$ cat config.mk
export PLATFORM = sky130hd
export DESIGN_NAME = issue_stage
export DESIGN_NICKNAME = d
export VERILOG_FILES = /design/src/rtl/issue_stage.sv
export SDC_FILE = /design/constraint.sdc
export NUM_CORES = 1
export LEC_CHECK = 0
export CORE_MARGIN = 1
export CORE_UTILIZATION = 40
export CTS_BUF_LIST = sky130_fd_sc_hd__clkbuf_2 sky130_fd_sc_hd__clkbuf_4 sky130_fd_sc_hd__clkbuf_8
export DETAILED_ROUTE_END_ITERATION = 6
export PLACE_DENSITY = 0.78
export SLEW_MARGIN = 0
export SYNTH_ARGS = -nofsm -noshare
export SYNTH_HDL_FRONTEND = slang
export SYNTH_SLANG_ARGS = --single-unit
$ cat constraint.sdc
create_clock -name clk_i -period 2.1 [get_ports clk_i]
set_input_delay 0.315 -clock clk_i [delete_from_list [all_inputs] [get_ports clk_i]]
set_output_delay 0.315 -clock clk_i [all_outputs]
set_load 0.05 [all_outputs]
$ cat src/rtl/issue_stage.sv
// Decodes the single buffered issue-queue entry and dispatches it atomically to the ROB and one EU.
// Latency: accept at N -> rob_valid_o at N+1; stalls hold the entry and drop issue_ready_o until it fires.
module issue_stage #(
  parameter int XLEN        = 64,
  parameter int ILEN        = 32,
  parameter int ROB_IDX_LEN = 3,
  parameter int NUM_EU      = 4,
  parameter int EXC_LEN     = 5
) (
  input  logic                   clk_i,
  input  logic                   rst_i,
  input  logic                   flush_i,
  input  logic                   issue_valid_i,
  output logic                   issue_ready_o,
  input  logic [XLEN-1:0]        curr_pc_i,
  input  logic [ILEN-1:0]        instruction_i,
  input  logic [XLEN-1:0]        pred_target_i,
  input  logic                   pred_taken_i,
  input  logic                   except_raised_i,
  input  logic [EXC_LEN-1:0]     except_code_i,
  output logic                   rob_valid_o,
  input  logic                   rob_ready_i,
  input  logic [ROB_IDX_LEN-1:0] rob_tail_idx_i,
  output logic                   rob_except_raised_o,
  output logic [EXC_LEN-1:0]     rob_except_code_o,
  output logic [NUM_EU-1:0]      eu_valid_o,
  input  logic [NUM_EU-1:0]      eu_ready_i,
  output logic [XLEN-1:0]        dsp_pc_o,
  output logic [ILEN-1:0]        dsp_instr_o,
  output logic [XLEN-1:0]        dsp_pred_target_o,
  output logic                   dsp_pred_taken_o,
  output logic [ROB_IDX_LEN-1:0] dsp_rob_idx_o
);

  localparam int EU_IDX_W = $clog2(NUM_EU);

  localparam logic [6:0] OPC_LOAD      = 7'b0000011;
  localparam logic [6:0] OPC_MISC_MEM  = 7'b0001111;
  localparam logic [6:0] OPC_OP_IMM    = 7'b0010011;
  localparam logic [6:0] OPC_AUIPC     = 7'b0010111;
  localparam logic [6:0] OPC_OP_IMM_32 = 7'b0011011;
  localparam logic [6:0] OPC_STORE     = 7'b0100011;
  localparam logic [6:0] OPC_OP        = 7'b0110011;
  localparam logic [6:0] OPC_LUI       = 7'b0110111;
  localparam logic [6:0] OPC_OP_32     = 7'b0111011;
  localparam logic [6:0] OPC_BRANCH    = 7'b1100011;
  localparam logic [6:0] OPC_JALR      = 7'b1100111;
  localparam logic [6:0] OPC_JAL       = 7'b1101111;
  localparam logic [6:0] OPC_SYSTEM    = 7'b1110011;

  localparam logic [EU_IDX_W-1:0] EU_ALU    = EU_IDX_W'(0);
  localparam logic [EU_IDX_W-1:0] EU_MULDIV = EU_IDX_W'(1);
  localparam logic [EU_IDX_W-1:0] EU_BRANCH = EU_IDX_W'(2);
  localparam logic [EU_IDX_W-1:0] EU_LSU    = EU_IDX_W'(3);

  localparam logic [EXC_LEN-1:0] EXC_ILLEGAL = EXC_LEN'(2);
  localparam logic [EXC_LEN-1:0] EXC_BREAK   = EXC_LEN'(3);
  localparam logic [EXC_LEN-1:0] EXC_ECALL_M = EXC_LEN'(11);

  typedef struct packed {
    logic [XLEN-1:0]    pc;
    logic [ILEN-1:0]    instr;
    logic [XLEN-1:0]    pred_target;
    logic               pred_taken;
    logic               except_raised;
    logic [EXC_LEN-1:0] except_code;
  } entry_t;

  typedef enum logic {EMPTY, FULL} state_t;

  state_t              state_q, state_d;
  entry_t              entry_q;
  logic                accept, fire;
  logic                dec_exc;
  logic [EXC_LEN-1:0]  dec_code;
  logic [EU_IDX_W-1:0] dec_unit;
  logic                entry_exc;
  logic [6:0]          opcode;
  logic [6:0]          funct7;

  assign opcode = entry_q.instr[6:0];
  assign funct7 = entry_q.instr[31:25];

  always_comb begin
    dec_exc  = 1'b0;
    dec_code = EXC_ILLEGAL;
    dec_unit = EU_ALU;
    if (entry_q.instr[1:0] != 2'b11) begin
      dec_exc = 1'b1;
    end else begin
      case (opcode)
        OPC_OP:        dec_unit = (funct7 == 7'b0000001) ? EU_MULDIV : EU_ALU;
        OPC_OP_IMM, OPC_OP_32, OPC_OP_IMM_32,
        OPC_LUI, OPC_AUIPC, OPC_MISC_MEM:
                       dec_unit = EU_ALU;
        OPC_BRANCH, OPC_JAL, OPC_JALR:
                       dec_unit = EU_BRANCH;
        OPC_LOAD, OPC_STORE:
                       dec_unit = EU_LSU;
        OPC_SYSTEM: begin
          dec_exc = 1'b1;
          if (entry_q.instr == 32'h0000_0073)      dec_code = EXC_ECALL_M;
          else if (entry_q.instr == 32'h0010_0073) dec_code = EXC_BREAK;
          else                                     dec_code = EXC_ILLEGAL;
        end
        default:       dec_exc = 1'b1;
      endcase
    end
  end

  // A fetch-time exception outranks anything found by decode.
  assign entry_exc           = entry_q.except_raised | dec_exc;
  assign rob_except_raised_o = entry_exc;
  assign rob_except_code_o   = entry_q.except_raised ? entry_q.except_code : dec_code;

  always_ff @(posedge clk_i) begin
    if (rst_i) state_q <= EMPTY;
    else       state_q <= state_d;
  end

  always_comb begin
    state_d       = state_q;
    rob_valid_o   = 1'b0;
    eu_valid_o    = '0;
    fire          = 1'b0;
    issue_ready_o = 1'b0;
    accept        = 1'b0;
    if (state_q == FULL) begin
      rob_valid_o = 1'b1;
      if (!entry_exc) eu_valid_o[dec_unit] = 1'b1;
      fire = rob_ready_i && (entry_exc || eu_ready_i[dec_unit]);
    end
    issue_ready_o = !flush_i && ((state_q == EMPTY) || fire);
    accept        = issue_valid_i && issue_ready_o;
    if (flush_i)     state_d = EMPTY;
    else if (accept) state_d = FULL;
    else if (fire)   state_d = EMPTY;
  end

  always_ff @(posedge clk_i) begin
    if (rst_i) begin
      entry_q <= '0;
    end else if (accept) begin
      entry_q.pc            <= curr_pc_i;
      entry_q.instr         <= instruction_i;
      entry_q.pred_target   <= pred_target_i;
      entry_q.pred_taken    <= pred_taken_i;
      entry_q.except_raised <= except_raised_i;
      entry_q.except_code   <= except_code_i;
    end
  end

  assign dsp_pc_o          = entry_q.pc;
  assign dsp_instr_o       = entry_q.instr;
  assign dsp_pred_target_o = entry_q.pred_target;
  assign dsp_pred_taken_o  = entry_q.pred_taken;
  assign dsp_rob_idx_o     = rob_tail_idx_i;

endmodule

# After elaboration in Yosys (flattened, before gate mapping)
# Index checks and enable logic that the tools add are counted.
[op_classes]
order_cmp = 2
eq_ne = 17
n_mux = 20
n_bitwise = 2
reduce_logical = 12
[op_table]
columns = ["operator", "count"]
rows = [
  ["32-bit by 21-bit equality test with 1-bit output (second input constant)", 1],
  ["32-bit by 7-bit equality test with 1-bit output (second input constant)", 1],
  ["7-bit by 6-bit equality test with 1-bit output (second input constant)", 4],
  ["7-bit equality test (second input constant)", 4],
  ["7-bit by 5-bit equality test with 1-bit output (second input constant)", 3],
  ["4-bit 2-to-1 mux", 4],
  ["12-bit OR reduction", 1],
  ["1-bit 2-to-1 mux", 10],
  ["5-bit 2-to-1 mux", 2],
  ["7-bit by 1-bit equality test with 1-bit output (second input constant)", 1],
  ["7-bit by 2-bit equality test with 1-bit output (second input constant)", 1],
  ["7-bit by 4-bit equality test with 1-bit output (second input constant)", 1],
  ["2-bit case mux with 3 select lines", 1],
  ["1-bit logical AND", 4],
  ["2-bit OR reduction", 2],
  ["2-bit by 3-bit less-than comparator with 1-bit output (second input constant)", 1],
  ["3-bit OR reduction", 1],
  ["1-bit binary-select mux with 2-bit select", 1],
  ["1-bit demux with 2-bit select", 1],
  ["2-bit by 1-bit >= comparator with 1-bit output (second input constant)", 1],
  ["1-bit logical OR", 2],
  ["2-bit 2-to-1 mux", 1],
  ["2-bit != test (second input constant)", 1],
  ["2-bit nonzero test", 1],
  ["3 further kinds", 3],
]
[totals]
regBits = 168
out_inout_bits = 176
word_cells = 60

# Longest topological paths before layout
# Gate-level depths: netlist (run 1).
[logic_depth]
ltp_word = 13
depth_mapped = 8
ltp_nobuf = 5

# Worst setup path after synthesis (run 1)
# Ideal clock, no wire load.
[synth_timing]
path_kind = "reg-to-output"
from = "register entry_q, in the netlist dsp_instr_o[6]"
to = "output port eu_valid_o[3]"
arrival_time_ps = 2692
required_time_ps = 1785
path_slack_ps = -907
stages_incl_launch_ff = 6
n_path_buf = 1
cell_sequence = "dfxtp_1 > clkbuf_1 > a21o_1 > a211oi_1 > nand4_1 > nor4_1"
[synth_via]
elab_chain_len = 10
elab_cells_between_ends = 27
cone_classes = "order compare (2); eq/ne (12); mux (8); bitwise (1); reduce/logical (4)"
[synth_lines]
columns = ["item", "line", "text"]
rows = [
  ["start, declared", "72", "entry_t entry_q;"],
  ["7-bit equality test, or another cell as far along", "91", "case (opcode)"],
  ["3-bit OR reduction / 2-bit OR reduction (equally long branches)", "--", ""],
  ["2-bit case mux with 3 select lines", "91", ""],
  ["2-bit 2-to-1 mux", "88", "if (entry_q.instr[1:0] != 2'b11) begin"],
  ["2-bit by 3-bit less-than comparator with 1-bit output (not written as such) / 2-bit by 1-bit >= comparator with 1-bit output (equally long branches)", "130", "if (!entry_exc) eu_valid_o[dec_unit] = 1'b1;"],
  ["1-bit logical AND (not written as such)", "130", ""],
  ["1-bit 2-to-1 mux (not written as such)", "130", ""],
  ["1-bit demux with 2-bit select", "130", ""],
  ["4-bit 2-to-1 mux (*)", "130", ""],
  ["4-bit 2-to-1 mux (*)", "128", "if (state_q == FULL) begin"],
  ["end, declared", "26", "output logic [NUM_EU-1:0] eu_valid_o,"],
]
# Mark *: on every way between the ends. The rest lies on a longest branch, timed or not.

# Worst setup path in the final report (run 1)
[layout_timing]
from = "register entry_q, in the netlist dsp_instr_o[27]"
to = "output port rob_except_code_o[3]"
[layout_via]
elab_chain_len = 5
[layout_lines]
columns = ["item", "line", "text"]
rows = [
  ["32-bit by 7-bit equality test with 1-bit output", "102", "if (entry_q.instr == 32'h0000_0073) dec_code = EXC_ECALL_M;"],
  ["4-bit 2-to-1 mux", "102", ""],
  ["4-bit 2-to-1 mux", "91", ""],
  ["5-bit 2-to-1 mux", "88", ""],
  ["5-bit 2-to-1 mux", "114", "assign rob_except_code_o = entry_q.except_raised ? entry_q.except_code : dec_code;"],
  ["end, declared", "25", "output logic [EXC_LEN-1:0] rob_except_code_o,"],
]
# No other way between the ends.

==> results.toml, run 1 <==
[timing]
fin_crit_sh_pct = 120
hold_viol = 0
setup_viol = 174
finClkSkew_ns = 0.0214
period_minus_slack_ns = 2.52
tightest_slew_ns = 0.587
rsz0062_at_grt = "yes"
slew_viol_final = 0
setup_ws_ns = -0.417
fmax_mhz = 397
maxSlewHeadroom_pct = 60.8
hold-worst-slack_ns = 0.413

[run_status]
violations = "setup timing"
status = "complete, but fails checks"

[hold_path]
holdCritPathClass = "in -> reg"

[floorplanning]
core_region_area_um2 = 21900
die_area_um2 = 23000
ios = 355
die_h_um = 152
rows = 54
initial_core_util_pct = 40.9
die_x_um = 152

[logic_synthesis]
synth_area_per_cell_um2 = 9.47
synth.net_count = 1124
ys_warn_count = 0
yosysUniqueCellTypes = 31
synth_area_um2 = 8950
synth_seq_area_share_pct = 37.6
postSynthRegisterBits = 168
postSynthCellCount = 945

[final_layout]
final_common_cell = "nand2b_1"
drive_gt1_share_pct = 13.6
final_area_um2 = 13200
utilization_pct = 60.1
antenna_cells = 0
fin_cells = 1473
syn2layout_area_growth_pct = 46.9
fin_nets = 1359
mostFrequentLayoutCells = "nand2b_1, clkdlybuf4s50_1, mux2i_1"

[flow_run]
maxCapViolCount = 0

[setup_path]
worstPathArrival_ns = 2.20
crit_chain = "nor4_4 > buf_4 > nand2_2 > or4_4 > o21ai_4 > buf_12"
crit_type = "reg -> out"
start_kind = "flip-flop"
crit_fanout = 2
crit_path_top_delay_cell = "or4_4"
critPathRequiredTime_ns = 1.78
end_kind = "primary output"
cpPeakStageDelay_ns = 0.56

[global_route]
antenna_found_initial = 0
grt_pass1_vias = 6783
grt_start_max_net_pins = 88
grt_overflow_total = 0
grt_pass1_wl_um = 35300
globalRouteTotalUtil_pct = 20.1

[drt]
viasPerCell = 4.58
firstDrtPassIters = 4
drt_wl_total_um = 23600
remaining_drc_errors = 0
via_count = 6751
wl_per_cell_um = 16.0
ant_nets = 0
drtIter0Drc = 164

[clocking]
cts_tree = "done"
insertion_delay_ns = 0.45
h-tree-depth = 4
cts_made_buffers = 17
clkSinkCount = 168
clockBufferDepth = 2
clk_pin_slew_worst_paths_ns = 0.10
cts-root-buf = "clkbuf_8"

[place]
gp_congestion = 0.834
dpl_cell_area_um2 = 12000
io_buffers = 348
dp_cells = 1414
hpwl_um = 16600

[power]
leakage_nw = 5.86
vdd_drop_max_uv = 343
power_density_nw_per_um2 = 601
-- final timing paths --
| path | from | endpoint | slack [ns] | cells after the start |
|---|---|---|---|---|
| setup reg to reg | dsp_instr_o[27]$_SDFFE_PP0P_ | dsp_pc_o[21]$_SDFFE_PP0P_ | -0.42 | 13 |
| setup / recovery | dsp_instr_o[27]$_SDFFE_PP0P_ | rob_except_code_o[3] | -0.42 | 6 |
| hold reg to reg | dsp_pc_o[19]$_SDFFE_PP0P_ | dsp_pc_o[19]$_SDFFE_PP0P_ | 0.48 | 2 |
| hold / removal | pred_target_i[31] | dsp_pred_target_o[31]$_SDFFE_PP0P_ | 0.41 | 3 |
-- kinds of logic after synthesis --
family	after synthesis	synth area share, %
multiplexers	167	18.7
AO/OA/AOI/OAI	15	1.24
flip-flops	168	37.6
AND/OR/NAND/NOR	372	25.7
buffers and inverters	223	16.8
-- flip-flops by register name, indices dropped and copies added (netlist names) --
register / flops
dsp_instr_o: 32
dsp_pc_o: 64
dsp_pred_taken_o: 1
dsp_pred_target_o: 64
entry_q: 6
state_q: 1
-- synthesized netlist by cell type --
cell	number	area share, %
a211oi_1	2	0.17
a21o_1	1	0.084
a21oi_1	2	0.11
a2bb2oi_1	1	0.098
a32oi_1	1	0.098
and2_1	3	0.21
and4_1	1	0.098
buf_2	4	0.22
buf_4	177	15
clkbuf_1	38	1.6
dfxtp_1	168	38
inv_1	4	0.17
mux2i_1	167	19
nand2_1	7	0.29
nand2b_1	336	23
nand3_1	3	0.17
nand4_1	2	0.14
nor2_1	6	0.25
nor2b_1	1	0.070
nor3_1	2	0.11
nor4_1	7	0.49
nor4b_1	1	0.098
o211a_1	1	0.11
o21ai_0	3	0.17
o22ai_1	1	0.070
o311a_1	1	0.11
o31ai_1	1	0.084
o31ai_2	1	0.14
or3_1	1	0.070
or3b_1	1	0.098
or4_1	1	0.084
-- power breakdown --
part	internal, W	leakage, nW	switching, W
combinational	0.00104	4.29	0.00107
clock	0.00102	0.198	0.00132
sequential	0.00335	1.38	0.000108
total	0.00541	5.86	0.00250
-- final cells by class --
cell class              instances  area (µm²)
inverters                       4        15.0
well taps                     280         350
repair buffers                435        4710
clock buffers                  19         255
flip-flops and latches        168        3370
clock inverters                13         133
multi-input cells             554        4310
fillers                      1806        8740
-- critical path, delay by kind of cell, from the launching register on --
kind,cells,cell delay [ns]
AO/OA/AOI/OAI,1,0.17
flip-flops,1,0.38
buffers and inverters,2,0.31
AND/OR/NAND/NOR,3,0.89
-- per-stage QoR --
stage / power, W / worst slack [ns] / TNS [ns]
finish: 0.00791 / -0.417 / -57.24
global route: 0.00826 / -0.502 / -67.77
CTS: 0.00799 / -0.404 / -30.99
detailed placement: 0.00546 / -0.132 / -11.56
global placement: 0.00544 / -0.101 / -9.63
floorplan: 0.00487 / -0.130 / -18.36
-- what timing repair did --
item | CTS | global route
endpoints found under the setup margin | 177 | 183
buffers inserted | 15 | 3
gates cloned | 11 | 0
pin swaps | 13 | 8
endpoints found under the hold margin | 0 | 0
gates resized for setup | 70 | 20
hold buffers | 0 | 0
-- layer usage --
| metal | wire [µm] | GRT usage [%] | part of all wire, % | vias up |
|---|---|---|---|---|
| met4 | 551 | 7.67 | 2.3 | 0 |
| li1 | - | - | - | 3345 |
| met1 | 9580 | 23.1 | 41 | 3119 |
| met5 | 0 | 0 | 0 | - |
| met3 | 2230 | 6.89 | 9.4 | 33 |
| met2 | 11300 | 34.1 | 48 | 254 |
Note: power is estimated with default switching activity, not from simulation.
==> run 2, diff against run 1 <==
CTS_BUF_LIST = sky130_fd_sc_hd__clkbuf_4 sky130_fd_sc_hd__clkbuf_8 sky130_fd_sc_hd__clkbuf_16   (was sky130_fd_sc_hd__clkbuf_2 sky130_fd_sc_hd__clkbuf_4 sky130_fd_sc_hd__clkbuf_8)
==> run 2 against run 1 <==
Compared with the run above:
- the flow still finishes with violations (setup timing)
- non-clock buffer count up 8
- final cell count up 0.54%
- first-iteration DRC count down 2.4%
- maximum frequency up 2.1%
- global-route usage up 0.54 points
- hold slack better by 0.032 ns
- sequential share of layout area down 0.82 points
- power up 11%
- via count up 1.0%
- combinational power up 3%
- utilization up 1.9 points
- worst setup slack better by 0.052 ns
==> results.toml, run 2 (synthesis results as in run 1) <==
[setup_path]
r2r_end = "dsp_pred_target_o[5]$_SDFFE_PP0P_"
end_kind = "primary output"
reg2reg_depth = 13
worstPathArrival_ns = 2.15
regToRegSetupSlack_ns = -0.31
critPathLaunch = "dsp_instr_o[28]$_SDFFE_PP0P_"
crit_chain = "nor4_4 > buf_4 > nand2_2 > or4_4 > o21ai_4 > buf_12"
crit_type = "reg -> out"
reg2reg_from = "dsp_instr_o[28]$_SDFFE_PP0P_"
crit_end = "rob_except_code_o[3]"
critPathRequiredTime_ns = 1.78
crit_fanout = 2
cpPeakStageDelay_ns = 0.55
crit_path_top_delay_cell = "or4_4"
start_kind = "flip-flop"

[floorplanning]
core_region_area_um2 = 21900
die_x_um = 152
ios = 355
die_h_um = 152
rows = 54
initial_core_util_pct = 40.9
die_area_um2 = 23000

[global_route]
grt_pass1_wl_um = 36200
antenna_found_initial = 0
grt_start_max_net_pins = 88
globalRouteTotalUtil_pct = 20.6
grt_overflow_total = 0
grt_pass1_vias = 6978

[clocking]
cts_tree = "done"
clkSinkCount = 168
cts-root-buf = "clkbuf_16"
clk_pin_slew_worst_paths_ns = 0.07
cts_made_buffers = 17
h-tree-depth = 4
clockBufferDepth = 2
insertion_delay_ns = 0.42

[timing]
hold-worst-slack_ns = 0.445
fin_crit_sh_pct = 117
hold_viol = 0
rsz0062_at_grt = "yes"
slew_viol_final = 0
setup_viol = 174
period_minus_slack_ns = 2.47
finClkSkew_ns = 0.0123
setup_ws_ns = -0.365
tightest_slew_ns = 0.584
maxSlewHeadroom_pct = 61.0
fmax_mhz = 406

[place]
gp_congestion = 0.834
hpwl_um = 16600
io_buffers = 348
dp_slack_ns = -0.132
dp_cells = 1414

[drt]
remaining_drc_errors = 0
drtIter0Drc = 160
viasPerCell = 4.60
ant_nets = 0
via_count = 6819
firstDrtPassIters = 4
wl_per_cell_um = 16.3
drt_wl_total_um = 24200

[power]
power_density_nw_per_um2 = 645
vdd_drop_max_uv = 443
leakage_nw = 5.96

[hold_path]
holdCritPathClass = "in -> reg"

[flow_run]
maxCapViolCount = 0

[final_layout]
utilization_pct = 62.0
syn2layout_area_growth_pct = 51.6
drive_gt1_share_pct = 14.4
fin_cells = 1481
mostFrequentLayoutCells = "nand2b_1, clkdlybuf4s50_1, mux2i_1"
fin_nets = 1367
antenna_cells = 0
final_common_cell = "nand2b_1"
fillers = 1748

[run_status]
status = "complete, but fails checks"
violations = "setup timing"
==> run 2: changes by cell type in the layout (fill, tap and decap cells not counted), sizes merged <==
cell,previous run,this run
buf,97,107
dlymetal6s2s,9,5
clkdlybuf4s50,319,328
dlygate4sd2,8,3
bufbuf,2,0
==> run 2: repair_timing <==
item                       in CTS  in global routing
hold buffers                    0                  0
cloned                         16                  0
pin swaps                      14                  7
buffers inserted               19                  6
resized for setup              90                 19
setup endpoints to repair     172                179
==> run 2: how the worst min path moves through the flow <==
stage / startpoint / to / slack, ns / cells past startpoint
floorplan: flush_i / state_q$_SDFFE_PP0P_ / 0.38 / 1
global placement: entry_q[4]$_SDFFE_PP0P_ / entry_q[4]$_SDFFE_PP0P_ / 0.46 / 2
detailed placement: dsp_pc_o[19]$_SDFFE_PP0P_ / dsp_pc_o[19]$_SDFFE_PP0P_ / 0.46 / 2
CTS: pred_target_i[31] / dsp_pred_target_o[31]$_SDFFE_PP0P_ / 0.42 / 3
global route: pred_target_i[31] / dsp_pred_target_o[31]$_SDFFE_PP0P_ / 0.44 / 3
finish: pred_target_i[31] / dsp_pred_target_o[31]$_SDFFE_PP0P_ / 0.44 / 3
==> run 2: worst max-delay path, delay by kind of cell, from the launching register on <==
| family | cells | cell delay [ns] |
|---|---|---|
| buffers and inverters | 2 | 0.32 |
| AO/OA/AOI/OAI | 1 | 0.19 |
| flip-flops | 1 | 0.34 |
| AND/OR/NAND/NOR | 3 | 0.88 |
==> run 2: layout make-up <==
| cell class | instances | area, µm² | share of cell area (%) |
|---|---|---|---|
| clock buffers | 19 | 447 | 3.29 |
| clock inverters | 13 | 133 | 0.977 |
| inverters | 4 | 15.0 | 0.111 |
| multi-input cells | 554 | 4330 | 31.9 |
| flip-flops and latches | 168 | 3370 | 24.8 |
| well taps | 280 | 350 | 2.58 |
| repair buffers | 443 | 4920 | 36.3 |
==> run 2: per-stage QoR <==
stage / area (µm²) / setup TNS (ns) / total power, W
detailed placement: 12000 / -11.56 / 0.00546
finish: 13600 / -39.58 / 0.00875
CTS: 13500 / -28.14 / 0.00884
global placement: 12000 / -9.63 / 0.00544
floorplan: 9140 / -18.36 / 0.00487
global route: 13600 / -59.16 / 0.00911
==> run 2: where the power goes <==
part	switching (W)	leakage, nW	internal (W)	total [W]
Combinational	0.00109	4.30	0.00108	0.00217
Sequential	0.000108	1.38	0.00335	0.00346
Clock	0.00141	0.285	0.00172	0.00313
==> run 2: layer usage <==
metal	wire (µm)	vias up	track usage, %
met5	0	-	0
met3	2290	49	6.83
met2	11500	265	35.1
met1	9630	3133	23.2
met4	779	0	9.46
li1	-	3372	-
==> run 3, diff against run 2 <==
CTS_CLUSTER_SIZE = 25   (was default)
SLEW_MARGIN = 20   (was 0)
==> results of run 3 <==
Final layout, timing and power as in run 2 (identical DEF).
